==> config.mk <==
export PLATFORM = sky130hd
export DESIGN_NAME = serial_add_arbiter
export DESIGN_NICKNAME = d
export VERILOG_FILES = /design/src/rtl/serial_add_arbiter_pkg.sv /design/src/rtl/serial_add_arbiter_rr_picker.sv /design/src/rtl/serial_add_arbiter.sv
export SDC_FILE = /design/constraint.sdc
export NUM_CORES = 1
export LEC_CHECK = 0
export BUFFER_PORTS_ARGS = -buffer_cell sky130_fd_sc_hd__buf_2
export CAP_MARGIN = 20
export CORE_MARGIN = 10
export CORE_UTILIZATION = 41
export DETAILED_ROUTE_END_ITERATION = 10
export PLACE_DENSITY = 0.81
export SLEW_MARGIN = 10
export SYNTH_ARGS = -nofsm -noshare
export SYNTH_HDL_FRONTEND = slang
export SYNTH_SLANG_ARGS = --single-unit
==> constraint.sdc <==
create_clock -name clk -period 2.95 [get_ports clk]
set_input_delay 0.885 -clock clk [delete_from_list [all_inputs] [get_ports clk]]
set_output_delay 0.885 -clock clk [all_outputs]
set_load 0.02 [all_outputs]
==> src/rtl/serial_add_arbiter_pkg.sv <==
// rtl/serial_add_arbiter_pkg.sv - shared types and defaults for the serial adder arbiter
package serial_add_arbiter_pkg;

    // Transaction phases: wait for a winner, wait for the adder, report
    typedef enum logic [1:0] {
        ST_IDLE = 2'd0,
        ST_WAIT = 2'd1,
        ST_RESP = 2'd2
    } state_t;

    localparam int DEF_NUM_REQ = 4;
    localparam int RR_PTR_W    = $clog2(DEF_NUM_REQ);
    localparam int DEF_TIMEOUT = 64;

endpackage

==> src/rtl/serial_add_arbiter_rr_picker.sv <==
// rtl/serial_add_arbiter_rr_picker.sv - round-robin winner selection starting at ptr
module serial_add_arbiter_rr_picker
    import serial_add_arbiter_pkg::*;
#(
    parameter int NUM_REQ = DEF_NUM_REQ,
    parameter int ID_W    = RR_PTR_W
) (
    input  logic [NUM_REQ-1:0] req,
    input  logic [ID_W-1:0]    ptr,
    output logic [NUM_REQ-1:0] onehot,
    output logic [ID_W-1:0]    idx,
    output logic               any
);

    // Scan upward from ptr with wrap-around; first asserted request wins
    always_comb begin
        int            s;
        logic [ID_W-1:0] pos;
        onehot = '0;
        idx    = '0;
        any    = 1'b0;
        for (int k = 0; k < NUM_REQ; k++) begin
            s = int'(ptr) + k;
            if (s >= NUM_REQ) s = s - NUM_REQ;
            pos = s[ID_W-1:0];
            if (!any && req[pos]) begin
                any         = 1'b1;
                onehot[pos] = 1'b1;
                idx         = pos;
            end
        end
    end

endmodule

==> src/rtl/serial_add_arbiter.sv <==
// rtl/serial_add_arbiter.sv - shares one serial adder between requesters, round-robin
module serial_add_arbiter
    import serial_add_arbiter_pkg::*;
#(
    parameter int NUM_REQ = DEF_NUM_REQ,
    parameter int WIDTH   = 32,
    parameter int ID_W    = RR_PTR_W,
    parameter int TIMEOUT = DEF_TIMEOUT
) (
    input  logic                     clk,
    input  logic                     rst,
    input  logic [NUM_REQ-1:0]       req,
    input  logic [NUM_REQ*WIDTH-1:0] req_a,
    input  logic [NUM_REQ*WIDTH-1:0] req_b,
    output logic [NUM_REQ-1:0]       gnt,
    output logic                     rsp_valid,
    output logic [ID_W-1:0]          rsp_id,
    output logic [WIDTH-1:0]         rsp_sum,
    output logic                     rsp_carry,
    output logic                     rsp_err,
    output logic                     add_start,
    output logic [WIDTH-1:0]         add_a,
    output logic [WIDTH-1:0]         add_b,
    input  logic [WIDTH-1:0]         add_sum,
    input  logic                     add_carry,
    input  logic                     add_done,
    output logic                     busy
);

    localparam int CNT_W = $clog2(TIMEOUT + 1);

    state_t             state, state_d;
    logic [ID_W-1:0]    ptr, ptr_d;
    logic [ID_W-1:0]    id_q, id_d;
    logic [CNT_W-1:0]   cnt, cnt_d;
    logic [WIDTH-1:0]   sum_q, sum_d;
    logic               carry_q, carry_d;
    logic               err_q, err_d;

    logic [NUM_REQ-1:0] gnt_d;
    logic               start_d, rv_d, rc_d, re_d, busy_d;
    logic [WIDTH-1:0]   a_d, b_d, rsum_d;
    logic [ID_W-1:0]    rid_d;

    logic [NUM_REQ-1:0] win_onehot;
    logic [ID_W-1:0]    win_idx;
    logic               win_any;
    logic               launch;
    logic               timeout_hit;

    logic [WIDTH-1:0]   a_arr [NUM_REQ];
    logic [WIDTH-1:0]   b_arr [NUM_REQ];

    for (genvar g = 0; g < NUM_REQ; g++) begin : g_unpack
        assign a_arr[g] = req_a[g*WIDTH +: WIDTH];
        assign b_arr[g] = req_b[g*WIDTH +: WIDTH];
    end

    serial_add_arbiter_rr_picker #(
        .NUM_REQ (NUM_REQ),
        .ID_W    (ID_W)
    ) u_picker (
        .req    (req),
        .ptr    (ptr),
        .onehot (win_onehot),
        .idx    (win_idx),
        .any    (win_any)
    );

    // A done level left over from the last operation must fall before a new launch
    assign launch      = (state == ST_IDLE) && win_any && !add_done;
    assign timeout_hit = (cnt == CNT_W'(TIMEOUT - 1));

    // Next-state: launch, wait for done or timeout, report for one cycle
    always_comb begin
        state_d = state;
        case (state)
            ST_IDLE: if (launch) state_d = ST_WAIT;
            ST_WAIT: if (add_done || timeout_hit) state_d = ST_RESP;
            ST_RESP: state_d = ST_IDLE;
            default: state_d = ST_IDLE;
        endcase
    end

    // Next values of every registered output and of the transaction bookkeeping
    always_comb begin
        ptr_d   = ptr;
        id_d    = id_q;
        cnt_d   = cnt;
        sum_d   = sum_q;
        carry_d = carry_q;
        err_d   = err_q;
        gnt_d   = '0;
        start_d = 1'b0;
        a_d     = add_a;
        b_d     = add_b;
        rv_d    = 1'b0;
        rid_d   = rsp_id;
        rsum_d  = rsp_sum;
        rc_d    = rsp_carry;
        re_d    = rsp_err;
        case (state)
            ST_IDLE: begin
                if (launch) begin
                    gnt_d   = win_onehot;
                    start_d = 1'b1;
                    a_d     = a_arr[win_idx];
                    b_d     = b_arr[win_idx];
                    id_d    = win_idx;
                    cnt_d   = '0;
                    ptr_d   = (win_idx == ID_W'(NUM_REQ - 1)) ? '0 : win_idx + 1'b1;
                end
            end
            ST_WAIT: begin
                cnt_d = cnt + 1'b1;
                if (add_done) begin
                    sum_d   = add_sum;
                    carry_d = add_carry;
                    err_d   = 1'b0;
                end else if (timeout_hit) begin
                    sum_d   = '0;
                    carry_d = 1'b0;
                    err_d   = 1'b1;
                end
            end
            ST_RESP: begin
                rv_d   = 1'b1;
                rid_d  = id_q;
                rsum_d = sum_q;
                rc_d   = carry_q;
                re_d   = err_q;
            end
            default: ;
        endcase
        busy_d = (state_d != ST_IDLE);
    end

    // State and output registers; reset abandons any transaction in flight
    always_ff @(posedge clk) begin
        if (!rst) begin
            state     <= ST_IDLE;
            ptr       <= '0;
            id_q      <= '0;
            cnt       <= '0;
            sum_q     <= '0;
            carry_q   <= 1'b0;
            err_q     <= 1'b0;
            gnt       <= '0;
            add_start <= 1'b0;
            add_a     <= '0;
            add_b     <= '0;
            rsp_valid <= 1'b0;
            rsp_id    <= '0;
            rsp_sum   <= '0;
            rsp_carry <= 1'b0;
            rsp_err   <= 1'b0;
            busy      <= 1'b0;
        end else begin
            state     <= state_d;
            ptr       <= ptr_d;
            id_q      <= id_d;
            cnt       <= cnt_d;
            sum_q     <= sum_d;
            carry_q   <= carry_d;
            err_q     <= err_d;
            gnt       <= gnt_d;
            add_start <= start_d;
            add_a     <= a_d;
            add_b     <= b_d;
            rsp_valid <= rv_d;
            rsp_id    <= rid_d;
            rsp_sum   <= rsum_d;
            rsp_carry <= rc_d;
            rsp_err   <= re_d;
            busy      <= busy_d;
        end
    end

endmodule
==> metrics <==
core region area 18600 um^2; post-route antenna net violation count 0; count of state elements after synthesis 154; Tightest Pin Transition 604 ps; setup slack, reg-to-reg 370 ps; Hold-fix buffers, CTS 0; final count of pins violating max slew 0; total global-route track usage 22.9%; number of setup violations in the final report 0; setup repair after global routing missed its margin false; # port buffers 402; Hold Crit Start sum_q[30]; share of power burned in combinational logic 31.6%; CTS sink count 154; antenna violations before repair 3; floorplan die height 157 um; part of the total power dissipated in the clock network 33.5%; main combinational cell family by area after synthesis compound AO/OA/AOI/OAI gates; clock tree root buffer cell sky130_fd_sc_hd__clkbuf_16; number of top-level pins 403; post-cts sizing count 0; min cycle time layout 2580 ps; Max Cap Violations 0; worst clock skew 13.7 ps; final net count 1619; cell internal power dissipation 4330 uW; adder-cell share of the synthesized area 1.46%; Area growth syn-to-layout 40.1%; number of hold violations in the final report 0; switch share 35.7%; number of DRC markers in iteration 0 540; area used by multi-input combinational logic 4190 um^2; clock-pin slew on the worst setup and hold paths 70 ps; status finished, final reports clean; parity-gate share of the synthesized area counting xor and xnor cells 0%; standard-cell rows 50; largest voltage drop on the vdd net 0.405 mV; reg-to-reg critical path startpoint ptr[0]; Post-Route Utilization 58.1%; Via density 5.51; number of buffers inserted during clock tree synthesis 17; most instantiated flip-flop cell in the synthesis netlist sky130_fd_sc_hd__dfxtp_1; final weighted congestion in routability-driven placement 0.947; synthesized instance count 928; routed wirelength normalized by instance count 19.7 um; sequential cell area 3080 um^2; count of warnings emitted by yosys 0; share of the cycle needed by the critical path after routing 87.6%; Post-Synthesis Mean Instance Area 8.30 um^2; Post CTS Setup Buffer Count 0; HPWL after detailed placement 23800 um; standby leakage power 0.00507 uW; number of detailed-route iterations in the first pass 5; worst reg2reg endpoint add_a[10]; first-pass GRT wire length 45200 um; synthesized-area fraction occupied by and/or/nand/nor cells 16.6%; post-synthesis cell type count 50; mux share of post-synthesis cell area 9.86%; normalized max-slew margin 59.5%; Max FO, Critical Path 27; WS Path Type register to register; cell area after synthesis 7700 um^2; Initial Utilization 41.5%; drt drc 0; sw power 2410 uW; DIE WIDTH 157 um; instance count along the most critical hold path 2; CTS max path bufs 2; WP data arrival 2890 ps; total via count after detailed routing 8616; Placement Setup Slack 41.3 ps; final critical-path setup slack 367 ps; hold path endpoint rsp_sum[30]; H-tree level count 4; total power divided by cell area 624 nW/um^2; element type at the critical path start register; fillers 1611; sequential share of the synthesized area 40.0%; synthesized netlist net count 1233; Crit path required time 3250 ps; EDFF count, synth 0; category of the worst setup path capture point register; clock latency on the worst-skew pair 430 ps; Congestion Overflow GR 0; r2r worst-path depth 9; pin count of the biggest net entering global routing 81; proportion of synthesized flip-flops having asynchronous set or reset 0%; fraction of layout instances using a drive strength above 1 37.9%; Highest Clock Rate 0.387 GHz; Die Area 24700 um^2; clock tree from TritonCTS yes; classification of the worst-slack hold path register to register; total negative setup slack 0 ps; fraction of the mapped netlist area in compound gates 26.0%; drt total wl 30800 um; sequential share of power 34.9%; via count of the first global-routing pass 8164
-- flip-flops by register name (all words and copies together), names as in the netlist, 2 cells and up --
signal / cells
sum_q: 32
ptr: 2
add_b: 32
add_a: 32
id_q: 2
rsp_id: 2
cnt: 7
rsp_sum: 32
state: 2
gnt: 4
-- routing by layer --
layer  vias up  wire (um)  track usage (%)
met1      4003      11500             27.0
met4         0       1120             11.4
li1       4092          -                -
met3        73       3400             8.08
met2       448      14800             36.2
met5         -          0                0
-- through the flow --
step           power, uW  area [um^2]  hold WS [ps]  std cells
2_1_floorplan       3720         7700           429        928
3_5_place_dp        4500        10200           443       1529
3_3_place_gp        4470        10200           437       1529
6_report            6730        10800           451       1565
5_1_grt             7050        10800           467       1564
4_1_cts             6770        10800           451       1561
-- cell usage after synthesis (all sizes together), types with 2 or more instances --
library cell	count	area, um^2
dfxtp	154	3080
o21ai	74	374
clkbuf	52	195
a21oi	46	230
mux4	3	67.6
nand3	67	335
a21o	64	480
a221oi	4	35.0
mux2i	68	681
nand2	147	552
nand2b	3	18.8
o211ai	66	500
and3	2	12.5
a31oi	2	12.5
inv	7	26.3
nor2b	2	15.0
nor3	3	15.0
or2	2	12.5
and3b	2	17.5
a22oi	38	285
o21a	4	31.3
ha	9	113
buf	33	246
nor2	63	255
-- cell families (layout without fill, tap and decap cells) --
kind of cell    Yosys count  after routing
buf+inv                  92            491
fa+ha+maj                 9              9
compound gates          304            304
mux                      72             72
flops                   154            154
other cells               0              4
simple gates            297            297
-- cells in the final DEF, fill, tap and decap left out, types with 2 or more instances in the layout --
master / count
sky130_fd_sc_hd__ha_1: 9
sky130_fd_sc_hd__nor2_1: 61
sky130_fd_sc_hd__nand2b_1: 2
sky130_fd_sc_hd__diode_2: 4
sky130_fd_sc_hd__and3b_1: 2
sky130_fd_sc_hd__a221oi_1: 4
sky130_fd_sc_hd__a31oi_1: 2
sky130_fd_sc_hd__and3_1: 2
sky130_fd_sc_hd__buf_2: 402
sky130_fd_sc_hd__o21ai_4: 2
sky130_fd_sc_hd__a21oi_1: 46
sky130_fd_sc_hd__o211ai_1: 65
sky130_fd_sc_hd__clkinv_8: 8
sky130_fd_sc_hd__o21a_1: 2
sky130_fd_sc_hd__a21o_1: 64
sky130_fd_sc_hd__inv_1: 6
sky130_fd_sc_hd__nand2_1: 147
sky130_fd_sc_hd__nor2b_2: 2
sky130_fd_sc_hd__clkbuf_16: 17
sky130_fd_sc_hd__inv_8: 4
sky130_fd_sc_hd__mux2i_1: 68
sky130_fd_sc_hd__or2_2: 2
sky130_fd_sc_hd__nand3_1: 67
sky130_fd_sc_hd__o21ai_0: 70
sky130_fd_sc_hd__nor3_1: 3
sky130_fd_sc_hd__buf_4: 36
sky130_fd_sc_hd__o21a_2: 2
sky130_fd_sc_hd__a22oi_1: 38
sky130_fd_sc_hd__mux4_2: 3
sky130_fd_sc_hd__dfxtp_1: 154
sky130_fd_sc_hd__buf_12: 14
-- final cells by class --
class / count / share of cell area [%]
diodes: 4 / 0.0927
repair buffers: 452 / 23.7
inverters: 7 / 0.243
well taps: 234 / 2.71
clock inverters: 15 / 1.85
clock buffers: 17 / 3.94
flip-flops and latches: 154 / 28.6
multi-input cells: 682 / 38.9
-- worst max-delay path, stage by stage, from the launching register on --
cell                       delay, ps
sky130_fd_sc_hd__dfxtp_1         330
sky130_fd_sc_hd__inv_1           110
sky130_fd_sc_hd__ha_1            380
sky130_fd_sc_hd__nor2_1          150
sky130_fd_sc_hd__a21oi_1          90
sky130_fd_sc_hd__o31ai_2         550
sky130_fd_sc_hd__o21a_1          270
sky130_fd_sc_hd__nand2b_2        240
sky130_fd_sc_hd__buf_12          200
sky130_fd_sc_hd__o211ai_1        120
-- power groups by stage --
stage	Clock, uW	Sequential [uW]	Combinational [uW]
floorplan	0	2570	1140
global placement	0	2390	2080
detailed placement	0	2390	2120
CTS	2300	2340	2120
global route	2390	2370	2290
finish	2260	2350	2130
-- how the worst max path moves through the flow --
| stage | start | end | cells past startpoint |
|---|---|---|---|
| 5_1_grt | ptr[0] | add_b[3] | 9 |
| 3_5_place_dp | req[2] | add_b[12] | 8 |
| 6_report | ptr[0] | add_a[10] | 9 |
| 3_3_place_gp | req[2] | add_b[12] | 8 |
| 2_1_floorplan | ptr[0] | add_a[0] | 12 |
| 4_1_cts | ptr[0] | add_a[5] | 9 |
Note: power is estimated with default switching activity, not from simulation.
